**src/rtl/ddr_app_burst_arbiter.sv**
```systemverilog
// Purpose: shares one DDR app port between a write burst requester and a read burst requester (round-robin).
// Latency: grant and first app command one cycle after the request is seen in IDLE; one command per app_rdy.
// Backpressure: app_rdy stalls command issue, app_wdf_rdy stalls write beats, read grants wait on outstanding budget.
module ddr_app_burst_arbiter #(
  parameter int ADDR_WIDTH   = 27,
  parameter int DATA_WIDTH   = 256,
  parameter int ADDR_STEP    = 8,
  parameter int MAX_RD_OUTST = 64
) (
  input  logic                    clock,
  input  logic                    rst,
  input  logic                    init_calib_complete,
  // write burst requester
  input  logic                    wr_req,
  input  logic [ADDR_WIDTH-1:0]   wr_addr,
  input  logic [7:0]              wr_len,
  output logic                    wr_gnt,
  input  logic [DATA_WIDTH-1:0]   wr_data,
  input  logic                    wr_dvalid,
  output logic                    wr_dready,
  output logic                    wr_done,
  // read burst requester
  input  logic                    rd_req,
  input  logic [ADDR_WIDTH-1:0]   rd_addr,
  input  logic [7:0]              rd_len,
  output logic                    rd_gnt,
  output logic [DATA_WIDTH-1:0]   rd_data,
  output logic                    rd_dvalid,
  output logic                    rd_err,
  // DDR controller app port
  output logic [ADDR_WIDTH-1:0]   app_addr,
  output logic [2:0]              app_cmd,
  output logic                    app_en,
  input  logic                    app_rdy,
  output logic [DATA_WIDTH-1:0]   app_wdf_data,
  output logic                    app_wdf_wren,
  output logic                    app_wdf_end,
  output logic [DATA_WIDTH/8-1:0] app_wdf_mask,
  input  logic                    app_wdf_rdy,
  input  logic [DATA_WIDTH-1:0]   app_rd_data,
  input  logic                    app_rd_data_valid
);

  // Outstanding counter holds 0..MAX_RD_OUTST; the eligibility sum needs room
  // for a full 256-beat burst on top of that.
  localparam int OUTST_W = $clog2(MAX_RD_OUTST + 1);
  localparam int SUM_W   = $clog2(MAX_RD_OUTST + 257) + 1;

  localparam logic [2:0] CMD_WRITE = 3'b000;
  localparam logic [2:0] CMD_READ  = 3'b001;
  localparam logic [2:0] CMD_IDLE  = 3'b111;

  typedef enum logic [2:0] {
    S_NOP,
    S_IDLE,
    S_WR_CMD,
    S_RD_CMD,
    S_WR_DATA
  } state_t;

  state_t state;
  state_t state_next;

  // Burst context latched at grant time
  logic [7:0]         len_q;
  logic [8:0]         cmd_cnt;
  logic [8:0]         data_cnt;
  logic               last_gnt_rd;   // 1: previous grant went to the reader
  logic [OUTST_W-1:0] outst;

  // Handshake and arbitration terms
  logic               cmd_fire;
  logic               cmd_last;
  logic               rd_cmd_fire;
  logic               data_fire;
  logic [8:0]         len_plus1;
  logic [8:0]         data_cnt_inc;
  logic               wr_data_done;
  logic [SUM_W-1:0]   rd_need;
  logic               rd_elig;
  logic               wr_elig;
  logic               pick_wr;
  logic               pick_rd;
  logic               grant_wr;
  logic               grant_rd;

  // Pass-through channels
  assign rd_data      = app_rd_data;
  assign rd_dvalid    = app_rd_data_valid;
  assign app_wdf_data = wr_data;
  assign app_wdf_wren = data_fire;
  assign app_wdf_end  = 1'b1;
  assign app_wdf_mask = '0;

  assign cmd_fire     = app_en && app_rdy;
  assign cmd_last     = cmd_fire && (cmd_cnt == {1'b0, len_q});
  assign rd_cmd_fire  = cmd_fire && (state == S_RD_CMD);
  assign data_fire    = wr_dvalid && wr_dready;
  assign len_plus1    = {1'b0, len_q} + 9'd1;
  // A beat accepted this very cycle counts toward completion
  assign data_cnt_inc = data_cnt + {8'd0, data_fire};
  assign wr_data_done = (data_cnt_inc == len_plus1);

  // Read bursts are only granted when all their beats fit in the return budget
  assign rd_need = SUM_W'(outst) + SUM_W'(rd_len) + SUM_W'(1);
  assign rd_elig = rd_req && (rd_need <= SUM_W'(MAX_RD_OUTST));
  assign wr_elig = wr_req;

  // Round-robin pick: on a tie the side that did not win last time goes first
  always_comb begin
    pick_wr = 1'b0;
    pick_rd = 1'b0;
    if (wr_elig && rd_elig) begin
      pick_wr = last_gnt_rd;
      pick_rd = !last_gnt_rd;
    end else begin
      pick_wr = wr_elig;
      pick_rd = rd_elig;
    end
  end

  // Grants are only issued from IDLE while calibration is still reported good
  assign grant_wr = (state == S_IDLE) && init_calib_complete && pick_wr;
  assign grant_rd = (state == S_IDLE) && init_calib_complete && pick_rd;

  // Completion pulse coincides with the final command or final data beat
  assign wr_done = ((state == S_WR_CMD)  && cmd_last  && wr_data_done) ||
                   ((state == S_WR_DATA) && data_fire && wr_data_done);

  // State register
  always_ff @(posedge clock) begin
    if (rst) begin
      state <= S_NOP;
    end else begin
      state <= state_next;
    end
  end

  // Next-state logic; calibration is only watched between bursts
  always_comb begin
    state_next = state;
    case (state)
      S_NOP: begin
        if (init_calib_complete) begin
          state_next = S_IDLE;
        end
      end
      S_IDLE: begin
        if (!init_calib_complete) begin
          state_next = S_NOP;
        end else if (grant_wr) begin
          state_next = S_WR_CMD;
        end else if (grant_rd) begin
          state_next = S_RD_CMD;
        end
      end
      S_WR_CMD: begin
        if (cmd_last) begin
          state_next = wr_data_done ? S_IDLE : S_WR_DATA;
        end
      end
      S_RD_CMD: begin
        if (cmd_last) begin
          state_next = S_IDLE;
        end
      end
      S_WR_DATA: begin
        if (data_fire && wr_data_done) begin
          state_next = S_IDLE;
        end
      end
      default: begin
        state_next = S_NOP;
      end
    endcase
  end

  // Moore outputs: command valid/opcode and write-beat acceptance window
  always_comb begin
    app_en    = 1'b0;
    app_cmd   = CMD_IDLE;
    wr_dready = 1'b0;
    case (state)
      S_WR_CMD: begin
        app_en    = 1'b1;
        app_cmd   = CMD_WRITE;
        wr_dready = app_wdf_rdy && (data_cnt <= {1'b0, len_q});
      end
      S_RD_CMD: begin
        app_en  = 1'b1;
        app_cmd = CMD_READ;
      end
      S_WR_DATA: begin
        wr_dready = app_wdf_rdy && (data_cnt <= {1'b0, len_q});
      end
      default: begin
        app_en    = 1'b0;
        app_cmd   = CMD_IDLE;
        wr_dready = 1'b0;
      end
    endcase
  end

  // Grant pulses, burst context capture and address stepping
  always_ff @(posedge clock) begin
    if (rst) begin
      wr_gnt      <= 1'b0;
      rd_gnt      <= 1'b0;
      app_addr    <= '0;
      len_q       <= '0;
      last_gnt_rd <= 1'b1;
    end else begin
      wr_gnt <= grant_wr;
      rd_gnt <= grant_rd;
      if (grant_wr) begin
        app_addr    <= wr_addr;
        len_q       <= wr_len;
        last_gnt_rd <= 1'b0;
      end else if (grant_rd) begin
        app_addr    <= rd_addr;
        len_q       <= rd_len;
        last_gnt_rd <= 1'b1;
      end else if (cmd_fire) begin
        // Address wraps silently at the top of the app address space
        app_addr <= app_addr + ADDR_WIDTH'(ADDR_STEP);
      end
    end
  end

  // Per-burst command and data beat counters
  always_ff @(posedge clock) begin
    if (rst) begin
      cmd_cnt  <= '0;
      data_cnt <= '0;
    end else if (grant_wr || grant_rd) begin
      cmd_cnt  <= '0;
      data_cnt <= '0;
    end else begin
      if (cmd_fire) begin
        cmd_cnt <= cmd_cnt + 9'd1;
      end
      if (data_fire) begin
        data_cnt <= data_cnt + 9'd1;
      end
    end
  end

  // Outstanding read beats; an unexpected return at zero is flagged sticky
  always_ff @(posedge clock) begin
    if (rst) begin
      outst  <= '0;
      rd_err <= 1'b0;
    end else begin
      case ({rd_cmd_fire, app_rd_data_valid})
        2'b10: begin
          outst <= outst + OUTST_W'(1);
        end
        2'b01: begin
          if (outst == '0) begin
            rd_err <= 1'b1;
          end else begin
            outst <= outst - OUTST_W'(1);
          end
        end
        default: begin
          outst <= outst;
        end
      endcase
    end
  end

endmodule

```
**config.mk**
```make
export PLATFORM = sky130hd
export DESIGN_NAME = ddr_app_burst_arbiter
export DESIGN_NICKNAME = d
export VERILOG_FILES = /design/src/rtl/ddr_app_burst_arbiter.sv
export SDC_FILE = /design/constraint.sdc
export NUM_CORES = 1
export LEC_CHECK = 0
export ABC_AREA = 1
export CORE_AREA = 2 2 457 459
export DETAILED_ROUTE_END_ITERATION = 10
export DIE_AREA = 0 0 459 461
export SLEW_MARGIN = 10
export SYNTH_ARGS = -nofsm -noshare
export SYNTH_HDL_FRONTEND = slang
export SYNTH_SLANG_ARGS = --single-unit
```
**constraint.sdc**
```tcl
create_clock -name clock -period 4.4 [get_ports clock]
set_input_delay 0.66 -clock clock [delete_from_list [all_inputs] [get_ports clock]]
set_output_delay 0.66 -clock clock [all_outputs]
set_load 0.005 [all_outputs]
```
# After elaboration in Yosys (flattened, before gate mapping)
# Index checks and enable logic that the tools add are counted.
# op_classes
n_addsub	9
multipliers	0
div_mod_pow	0
magnitude_cmp	2
n_eq_ne	14
shift	0
muxes	23
n_bitwise	0
n_reduce_logical	29
# ops
cell	count
27-bit two-way mux	3
27-bit by 4-bit adder with 27-bit output (second input constant)	1
3-bit two-way mux	8
9-bit by 1-bit adder with 9-bit output (second input constant)	2
8-bit two-way mux	2
1-bit logical AND	15
3-bit one-hot mux with 5 select lines	1
7-bit one-hot mux with 2 select lines	1
9-bit by 1-bit adder with 10-bit output (second input constant)	1
10-bit by 7-bit <= comparator with 1-bit output (second input constant)	1
7-bit by 8-bit adder with 9-bit output	1
8-bit by 1-bit adder with 9-bit output (second input constant)	1
9-bit by 1-bit adder with 9-bit output	1
9-bit by 8-bit == test with 1-bit output	1
9-bit == test	1
9-bit by 8-bit <= comparator with 1-bit output	1
2-bit inequality test (second input constant)	4
7-bit by 1-bit adder with 7-bit output (second input constant)	1
7-bit logical NOT	1
7-bit two-way mux	1
7-bit by 1-bit subtractor with 7-bit output (second input constant)	1
3-bit by 2-bit == test with 1-bit output (second input constant)	2
1-bit two-way mux	6
3-bit one-hot mux with 2 select lines	1
14 further kinds	19
# word_totals
reg_bits	67
latchBits	0
mem_bits_rw	0
romBits	0
inputBits	591
mem_count	0

# Longest topological paths before layout
# Gate-level depths: netlist (run 1).
# logic_depth
depth_word	11
depth_mapped	29

# Worst setup path before layout (run 1)
# No wires, ideal clock.
# synth_path
path_type	flip-flop to output port
start	reg len_q[2]
end	out wr_done
arrival_time_ns	3.143
required_time_ns	3.740
path_slack_ns	0.597
stages_incl_launch_ff	25
path_cell_list	dfxtp_1 -> clkbuf_1 -> inv_1 -> ha_1 -> nand2_1 -> inv_1 -> o21bai_1 -> nand3_1 -> nand2_1 -> nand2_1 -> nand2_1 -> nand3_1 -> inv_1 -> ha_1 -> ha_1 -> nand2_1 -> nor2_1 -> nand2_1 -> nand2_1 -> nor2_1 -> nor2_1 -> nand3_1 -> nor4_1 -> nand3_1 -> o31ai_1
# synth_between
elab_chain_len	8
# synth_lines
element	line	text
start: declaration	65	logic [7:0] len_q;
start signal: assignment	217	len_q <= wr_len;
start signal: assignment	221	len_q <= rd_len;
9-bit by 8-bit <= comparator with 1-bit output *	187, 194	
1-bit logical AND *	187, 194	
1-bit two-way mux *	-	
1-bit logical AND *	98	assign data_fire = wr_dvalid && wr_dready;
named net app_wdf_wren	36	output logic app_wdf_wren,
9-bit by 1-bit adder with 9-bit output	101	assign data_cnt_inc = data_cnt + {8'd0, data_fire};
9-bit == test	102	assign wr_data_done = (data_cnt_inc == len_plus1);
1-bit logical AND, on equally long branches	127, 128	
1-bit logical OR *	127	assign wr_done = ((state == S_WR_CMD) && cmd_last && wr_data_done) ||
end: declaration	21	output logic wr_done,
# Mark *: on every way through the listed nets, which the timed path passes. The rest lies on a longest branch.

# Worst setup path in the final report (run 1)
# layout_path
start	reg len_q[5]
end	out wr_done
# layout_between
elab_chain_len	8
# layout_lines
element	line
9-bit by 8-bit <= comparator with 1-bit output	187, 194
1-bit logical AND	187, 194
1-bit two-way mux	-
1-bit logical AND	98
9-bit by 1-bit adder with 9-bit output	101
9-bit == test	102
1-bit logical AND, on equally long branches	127, 128
1-bit logical OR *	127
# Every way passes the cells marked *; elsewhere a longest branch is shown, timed or not.

==> results of run 1 <==
[registers in the layout, summed over array words and instances (netlist names)]
name and count:
app_addr 27, cmd_cnt 9, data_cnt 9, len_q 8, outst 7, state 3
last_gnt_rd 1, rd_err 1, rd_gnt 1, wr_gnt 1
[worst reg2reg max path: stages (launching register included)]
cell and delay (ps):
dfxtp_1 430, inv_1 120, ha_1 300, and3_1 160, nand2_1 70, nand2_1 60
nand2_2 80, nand3_2 80, inv_2 90, ha_4 150, ha_4 140, nand2_1 70
nor2_2 130, buf_4 140, nand3_1 90, nand2_1 80, nand3_1 60, nand2_1 80
nand2_2 70, nor2_2 110, nand3_1 110, nand2_1 100, nand3_1 110, o21ai_0 190
nor2_1 60
[layout by cell type (no fill, tap or decap), drive strengths merged, types with 2 or more instances in the layout]
cell type	Yosys	final
a211oi	2	2
a21o	2	2
a21oi	29	29
buf	568	26
clkbuf	21	9
clkdlybuf4s50	0	115
clkinv	2	3
conb	2	33
dfxtp	67	67
diode	0	4
ha	26	26
inv	105	109
nand2	253	253
nand3	70	70
nand3b	3	3
nand4	91	91
nor2	113	113
nor3	20	20
nor4	3	3
o211a	5	5
o211ai	3	3
o21ai	24	24
o22ai	3	3
o31ai	2	2
or2	3	3
xnor2	8	8
xor2	30	30
[cell usage after synthesis, types with 2 or more instances]
cell      count
buf_4       554
nand2_1     250
nor2_1      113
inv_1       104
nand4_1      89
dfxtp_1      67
nand3_1      66
xor2_1       30
ha_1         26
a21oi_1      24
clkbuf_1     21
o21ai_0      20
nor3_1       18
buf_2         9
xnor2_1       8
o211a_1       5
a21oi_2       4
o21ai_1       4
buf_6         3
nand3_2       3
nand3b_1      3
nor4_1        3
o211ai_1      3
o22ai_1       3
a21o_1        2
buf_1         2
conb_1        2
nand2_4       2
nand4_4       2
nor3_2        2
o31ai_1       2
or2_2         2
[metrics by stage]
step           hold WS, ps  std cells  setup TNS [ps]
6_report             499.4       3767               0
3_3_place_gp         469.0       3746               0
3_5_place_dp         476.6       3746               0
5_1_grt              525.5       3766          -40.41
2_1_floorplan        446.9       1491               0
4_1_cts              504.9       3762               0
[cell families (layout without fill, tap and decap cells)]
| family | after synthesis | in the layout | synth area share [%] |
|---|---|---|---|
| buffers and inverters | 696 | 264 | 48.41 |
| other | 2 | 37 | 0.07691 |
| XOR/XNOR | 38 | 38 | 3.409 |
| adder cells (fa/ha/maj) | 27 | 27 | 3.537 |
| AO/OA/AOI/OAI | 72 | 72 | 4.703 |
| AND/OR/NAND/NOR | 558 | 558 | 26.13 |
| flip-flops | 67 | 67 | 13.74 |
[routing by layer]
| metal | GRT usage (%) | part of all wire [%] |
|---|---|---|
| met5 | 0.5281 | 0.14 |
| met4 | 6.225 | 4.7 |
| met2 | 23.07 | 43 |
| met3 | 29.09 | 41 |
| met1 | 4.496 | 11 |
[where the power goes]
| part | internal, µW | total (µW) | switching [µW] | leakage [µW] |
|---|---|---|---|---|
| logic | 562 | 1490 | 925 | 0.00281 |
| clock network | 449 | 859 | 410 | 0.000149 |
| registers | 709 | 843 | 134 | 0.000549 |
| total | 1720 | 3190 | 1470 | 0.00350 |
[how the worst max path moves through the flow]
stage	start	endpoint	slack, ps	depth (start not counted)
after floorplan	len_q[2]	wr_done	600	24
after global placement	app_wdf_rdy	wr_done	310	18
after detailed placement	app_wdf_rdy	wr_done	310	18
after CTS	len_q[6]	wr_done	5	22
after global routing	len_q[2]	wr_done	-40	25
final	len_q[5]	wr_done	250	22
[what timing repair did]
action / in CTS / in global routing
hold endpoints to repair: 0 / 0
gates resized for setup: 9 / 22
setup endpoints to repair: 1 / 1
setup buffers: 0 / 1
pin swaps: 1 / 5
[cell type report]
class | instances | area share, %
timing repair buffer | 141 | 12.66
inverter | 107 | 3.755
multi-input combinational | 728 | 36.48
clock buffer | 9 | 2.099
antenna | 4 | 0.09329
sequential | 67 | 12.63
clock inverter | 7 | 0.7464
tap | 2704 | 31.53
==> results.toml, run 1 <==
[status]
status = "finished, final reports clean"

[setup_path]
worst-r2r-cell-count = 24
worstReg2RegEnd = "state[0]"
worstPathBufferInverterCount = 4
r2r-start = "len_q[5]"
start_kind = "register"
cpMostUsedCell = "nand2_1"
crit_path_end_kind = "output port"
crit_arrival_ps = 3490
critPathRequiredTime_ps = 3740
cp_top_family = "simple AND/OR/NAND/NOR gates"
path_cells = "inv_1, ha_1, and3_1, nand2_1, nand2_1, nand2_2, nand3_2, inv_2, ha_4, ha_4, nand2_1, nor2_2, buf_4, nand3_1, nand2_1, nand3_1, nand2_1, nand2_2, nor4_4, nand3_2, o31ai_4, buf_12"
cp_max_fo = 5
reg2reg_slack_ps = 1210
slowest_delay_ps = 430
worstSetupPathType = "reg -> out"
cpMaxStageDelayCell = "dfxtp_1"

[synthesis]
synth_top_area_share_pct = 42.59
synthCells = 1460
seq_area_frac_synth_pct = 13.74
syn_area_um2 = 9764
yosys_most_used_dff = "dfxtp_1"
ys_types = 46
synthTopCellsByArea = "buf_4 43%, dfxtp_1 14%, nand2_1 9.6%"
async_flop_share_pct = 0
synth_edf_count = 0
synth_top_area_cell = "buf_4"
syn_area_per_cell_um2 = 6.688
synth-seq-cells = 67
ys_warn_count = 0

[cts]
clock_path_buffers = 2
cts_max_level = 3
cts_root_buf = "clkbuf_16"
clock_sinks = 67
clk_latency_ps = 410
cts_tree = "built"
cts_buffers = 9
cts_hold_buffers = 0
cts.clk_slew.worst_paths_ps = 90

[layout]
synthToLayoutAreaGrowth_pct = 9.879
fillCellCount = 24570
fin_nets = 1672
drive_gt1_share_pct = 8.593
fin_area_um2 = 10730
regArea_um2 = 1355
utilization_pct = 5.197
multiInputGateArea_um2 = 3914

[min_path]
hold_class = "reg -> reg"
min_path_cells = 2
min_from = "app_addr[2]"
hold_end = "app_addr[2]"

[placed_design]
dp_hpwl_mm = 158.4
place_area_um2 = 10300
place.gp.congestion = 0.9377
post-place-ws_ps = 307.3
io_buffers = 116

[timing]
finalClockSkew_ps = 28.02
min_period_ps = 4154
setup_viol_count_final = 0
finalCritPeriodShare_pct = 94.41
tightest_slew_ps = 829.0
hold_viol = 0
finalMaxSlewViolations = 0
finalWorstSetupSlack_ps = 245.9
fmax_ghz = 0.2407
slew_headroom_pct = 44.73

[grt]
grt_max_degree = 36
grt_usage_pct = 15.02
grt_overflow = 0
antenna_found_initial = 21
grt_pass1_vias = 7127
grt_pass1_wl_mm = 180.8

[floorplan]
die_h_um = 461
die-area_um2 = 211600
fp.dieW_um = 459
rows = 167
boundaryPins = 1174
start_util_pct = 4.730
placeableCoreArea_um2 = 206400

[routing]
vias = 7852
finalWirelength_mm = 165.1
post-route-drc-count = 0
antenna_left = 0
drtPass1Iterations = 6
wire_per_inst_um = 43.82
avgViaCountPerCell = 2.084
first_iter_violations = 439

[pwr]
power.leakage_uw = 0.003505
p_per_area_nw_per_um2 = 297.3
total_power_uw = 3190
ir_worst_vdd_mv = 0.1956

[job]
max_cap_violations = 0
Note: power is estimated with default switching activity, not from simulation.
==> run 2: changes to the inputs <==
CAP_MARGIN = 20   (was unset)
CTS_BUF_LIST = sky130_fd_sc_hd__clkbuf_8   (was unset)
==> run 2 against run 1 <==
  * Hold slack improved by 17 ps
  * Final cell count rose by 0.16%
  * First-iteration DRC count rose by 14%
  * Critical path depth rose by 1
  * Register-to-register slack improved by 70 ps
  * Sequential share of layout area barely moved
  * Highest routed layer unchanged
  * Die area did not move
==> results.toml, run 2 (synthesized netlist as in run 1, its figures left out) <==
[status]
status = "finished, final reports clean"

[grt]
grt_overflow = 0
grt_pass1_wl_mm = 180.8
grt_usage_pct = 15.02
use_met3_pct = 28.98
top_usage_layer = "met3"
grt_max_degree = 36
grt_pass1_vias = 7126
met1_usage_pct = 4.528
antenna_found_initial = 21
grt_use_met2_pct = 22.79

[layout]
utilization_pct = 5.190
synthToLayoutAreaGrowth_pct = 9.739
fin_nets = 1677
fin_cells = 3773
drive_gt1_share_pct = 9.586
largest_register = "app_addr"
fillCellCount = 24560
multiInputGateArea_um2 = 3959
layout_common_cells = "246 x nand2_1, 115 x clkdlybuf4s50_1, 108 x nor2_1"
final_common_cell = "nand2_1"
largest_register_ffs = 27
regArea_um2 = 1354
fin_area_um2 = 10720
reg_top3 = "app_addr x27, cmd_cnt x9, data_cnt x9"

[timing]
finalMaxSlewViolations = 0
hold_viol = 0
setup_viol_count_final = 0
slew_headroom_pct = 43.99
finalClockSkew_ps = 46.82
finalCritPeriodShare_pct = 94.99
fmax_ghz = 0.2393
fin_hold_ws_ps = 516.2
min_period_ps = 4180
tightest_slew_ps = 840.2
finalWorstSetupSlack_ps = 220.5

[routing]
first_iter_violations = 500
vias = 7891
antenna_left = 0
wire_per_inst_um = 43.74
finalWirelength_mm = 165.0
avgViaCountPerCell = 2.091
post-route-drc-count = 0
drtPass1Iterations = 5

[placed_design]
post-place-ws_ps = 307.3
dp_hpwl_mm = 158.4
dpl.cell_count = 3746
place_area_um2 = 10300
place.gp.congestion = 0.9377
io_buffers = 116

[pwr]
ir_worst_vdd_mv = 0.1544
power.leakage_uw = 0.003487
p_per_area_nw_per_um2 = 281.0

[floorplan]
placeableCoreArea_um2 = 206400
fp.dieW_um = 459
rows = 167
start_util_pct = 4.730
boundaryPins = 1174
die-area_um2 = 211600
die_h_um = 461

[cts]
cts_hold_buffers = 0
cts_max_level = 3
clock_sinks = 67
cts_tree = "built"
clk_latency_ps = 490
cts_buffers = 9
clock_path_buffers = 2
cts.clk_slew.worst_paths_ps = 110
cts_root_buf = "clkbuf_8"

[setup_path]
crit_arrival_ps = 3520
cp_max_fo = 3
critPathRequiredTime_ps = 3740
worstSetupPathType = "reg -> out"
path_cells = "inv_1, ha_4, nand2_2, nor2_2, nand2_1, nand3_1, nand2_1, nand2_1, nand2_2, nand3_2, inv_2, ha_4, ha_4, buf_4, xor2_1, nand2_1, nand3_1, nor2_2, nand3_2, nor4_4, nand3_2, o31ai_4, buf_12"
start_kind = "register"
cpMostUsedCell = "nand2_1"
cp-startpoint = "len_q[4]"
crit_path_end_kind = "output port"
cpMaxStageDelayCell = "dfxtp_1"
r2r-start = "len_q[2]"
slowest_delay_ps = 350

[min_path]
min_from = "app_addr[2]"
hold_class = "reg -> reg"

[job]
max_cap_violations = 0
## run 2: cell types whose count changed in the layout (fill, tap and decap cells not counted), sizes merged
cell   previous run  this run
buf              26        31
diode             4         5
## run 2: stage by stage
| step | total power, µW | setup TNS (ps) |
|---|---|---|
| after floorplan | 2066 | 0 |
| after global placement | 2318 | 0 |
| after detailed placement | 2318 | 0 |
| after CTS | 3014 | 0 |
| after global routing | 3228 | -37.13 |
| final | 3011 | 0 |
## run 2: per-layer routing
layer | wire length, µm | vias to the layer above
met1 | 17750 | 3128
met2 | 70660 | 1242
met4 | 8422 | 18
met5 | 376 | -
li1 | - | 3283
met3 | 67820 | 220
## run 2: repair_timing
action,CTS,global route
setup buffers,3,3
resized for setup,19,20
pin swaps,4,11
setup endpoints to repair,1,1
## run 2: area by class of cell
| cell class | count | share of cell area, % |
|---|---|---|
| Antenna cell | 5 | 0.1168 |
| Clock buffer | 9 | 1.156 |
| Clock inverter | 7 | 0.7473 |
| Inverter | 107 | 3.760 |
| Multi-Input combinational cell | 728 | 36.95 |
| Sequential cell | 67 | 12.63 |
| Tap cell | 2704 | 31.57 |
| Timing Repair Buffer | 146 | 13.07 |
## run 2: critical path, delay by kind of cell (launching register included)
family                   cells  cell delay, ps
XOR/XNOR                     1             130
flip-flops                   1             350
buffers and inverters        4             450
adder cells (fa/ha/maj)      3             610
AND/OR/NAND/NOR             14            1400
AO/OA/AOI/OAI                1             100
## run 2: final timing paths
check | to | slack, ps | cells after the start
worst max-delay path | wr_done | 220 | 23
worst min register to register | app_addr[2] | 520 | 2
worst min-delay path | app_addr[2] | 520 | 2
worst max register to register | state[0] | 1280 | 27
## run 2: power by group
part           switching (µW)  internal, µW
sequential                133           709
combinational             933           579
clock                     388           270
total                    1450          1560
==> run 3: changes to the inputs <==
GPL_ROUTABILITY_DRIVEN = 0   (was unset)
==> run 3 against run 2 <==
  * Hold slack lost 24 ps
  * Critical endpoint unchanged
  * Highest routed layer unchanged
  * Global-route usage is essentially flat
  * Largest power group unchanged
  * Critical path type unchanged
  * Routed wire length grew 0.15%
  * Register-to-register slack gained 60 ps
  * Die area is the same
==> results.toml, run 3 (synthesized netlist as in run 1, its figures left out) <==
[setup_path]
critPathRequiredTime_ps = 3740
slowest_delay_ps = 360
path_cells = "inv_2, ha_4, nand2_2, nor2_4, nand2_1, nand3_1, nand2_1, nand2_1, nand2_2, nand3_2, inv_2, ha_4, ha_4, buf_4, xor2_1, nand2_1, nand3_1, nor2_1, nand3_1, nor4_2, nand3_1, o31ai_2, buf_4, buf_12"
crit_path_end_kind = "output port"
cp_top_family = "simple AND/OR/NAND/NOR gates"
crit_arrival_ps = 3630
cp.depth = 24
start_kind = "register"
cp_max_fo = 3
cp-startpoint = "len_q[2]"
worstPathBufferInverterCount = 5
reg2reg_slack_ps = 1340
worstReg2RegEnd = "state[0]"
cpMaxStageDelayCell = "dfxtp_2"
worst-r2r-cell-count = 28
worstSetupPathType = "reg -> out"
r2r-start = "len_q[2]"

[floorplan]
boundaryPins = 1174
die_h_um = 461
placeableCoreArea_um2 = 206400
fp.dieW_um = 459
rows = 167
die-area_um2 = 211600
start_util_pct = 4.730

[timing]
setup_viol_count_final = 0
slew_headroom_pct = 46.18
finalCritPeriodShare_pct = 97.49
rsz0062_at_grt = "yes"
finalMaxSlewViolations = 0
tightest_slew_ps = 807.3
hold_viol = 0
min_period_ps = 4290
fmax_ghz = 0.2331
tns_ps = 0
finalClockSkew_ps = 50.29
finalWorstSetupSlack_ps = 110.4

[layout]
fillCellCount = 24490
final_common_cell = "nand2_1"
reg_top3 = "app_addr x27, cmd_cnt x9, data_cnt x9"
largest_register_ffs = 27
synthToLayoutAreaGrowth_pct = 11.05
drive_gt1_share_pct = 10.58
layout_common_cells = "245 x nand2_1, 115 x clkdlybuf4s50_1, 109 x nor2_1"
largest_register = "app_addr"
fin_nets = 1681

[job]
max_cap_violations = 0

[min_path]
min_from = "app_addr[2]"
hold_end = "app_addr[2]"
hold_class = "reg -> reg"
min_path_cells = 2

[status]
status = "finished, final reports clean"

[routing]
avgViaCountPerCell = 2.124
post-route-drc-count = 0
first_iter_violations = 548
finalWirelength_mm = 165.3
antenna_left = 0
drtPass1Iterations = 8
wire_per_inst_um = 43.75
vias = 8025

[grt]
antenna_found_initial = 20
grt_overflow = 0
grt_pass1_vias = 7287
grt_pass1_wl_mm = 180.7
grt_max_degree = 42
grt_usage_pct = 15.01

[cts]
cts.clk_slew.worst_paths_ps = 150
cts_max_level = 3
clk_latency_ps = 500
clock_sinks = 67
cts_buffers = 9
cts_root_buf = "clkbuf_8"
clock_path_buffers = 2
cts_tree = "built"

[placed_design]
dp_hpwl_mm = 158.1
post-place-ws_ps = 222.0
io_buffers = 116

[pwr]
p_per_area_nw_per_um2 = 287.4
ir_worst_vdd_mv = 0.1716
power.leakage_uw = 0.003541
-- run 3: changes by cell type in the layout (fill, tap and decap cells not counted), sizes merged --
| cell | change |
|---|---|
| buf | +4 |
| bufinv | +1 |
| clkinv | -1 |
| diode | +1 |
-- run 3: worst max path at each step --
stage | endpoint | slack [ps]
after floorplan | wr_done | 600
after global placement | wr_done | 240
after detailed placement | wr_done | 220
after CTS | wr_done | 30
after global routing | wr_done | -80
final | wr_done | 110
-- run 3: routing by layer --
layer | up-vias | global-route usage, % | wire length (µm)
li1 | 3300 | - | -
met1 | 3197 | 4.485 | 17130
met2 | 1260 | 22.80 | 70370
met3 | 248 | 28.91 | 68420
met4 | 20 | 6.797 | 8821
met5 | - | 1.561 | 532
-- run 3: power by group --
part | internal, µW | total [µW] | leakage (µW) | switching (µW)
logic | 593 | 1530 | 0.00288 | 932
clock network | 329 | 741 | 0.000113 | 412
registers | 709 | 850 | 0.000550 | 141
total | 1630 | 3120 | 0.00354 | 1490
-- run 3: repair_timing --
item	CTS	global route
hold buffers	0	0
pin swaps	4	19
gates resized for setup	22	26
endpoints found under the setup margin	1	1
setup buffers	6	5
-- run 3: area by class of cell --
cell class	count	area, µm²	share of cell area, %
multi-input combinational	728	3984	36.74
tap	2704	3383	31.20
timing repair buffer	150	1468	13.54
sequential	67	1356	12.51
inverter	107	407.9	3.762
clock buffer	9	123.9	1.142
clock inverter	7	105.1	0.9693
antenna	6	15.01	0.1385
-- run 3: worst reg2reg max path: cells and delay by family (launching register included) --
kind / cells / cell delay [ps]
AND/OR/NAND/NOR: 21 / 1590
buffers and inverters: 3 / 230
adder cells (fa/ha/maj): 3 / 590
AO/OA/AOI/OAI: 1 / 190
flip-flops: 1 / 360
-- run 3: stage by stage --
step | cell area, µm² | hold WS, ps | power, µW | util, % | std cells
after floorplan | 9881 | 446.9 | 2066 | - | 1491
after global placement | 10330 | 467.7 | 2320 | 5.005 | 3745
after detailed placement | 10330 | 468.7 | 2323 | 5.005 | 3745
after CTS | 10670 | 492.3 | 3104 | 5.170 | 3767
after global routing | 10830 | 512.9 | 3325 | 5.246 | 3773
final | 10840 | 491.8 | 3117 | 5.252 | 3778
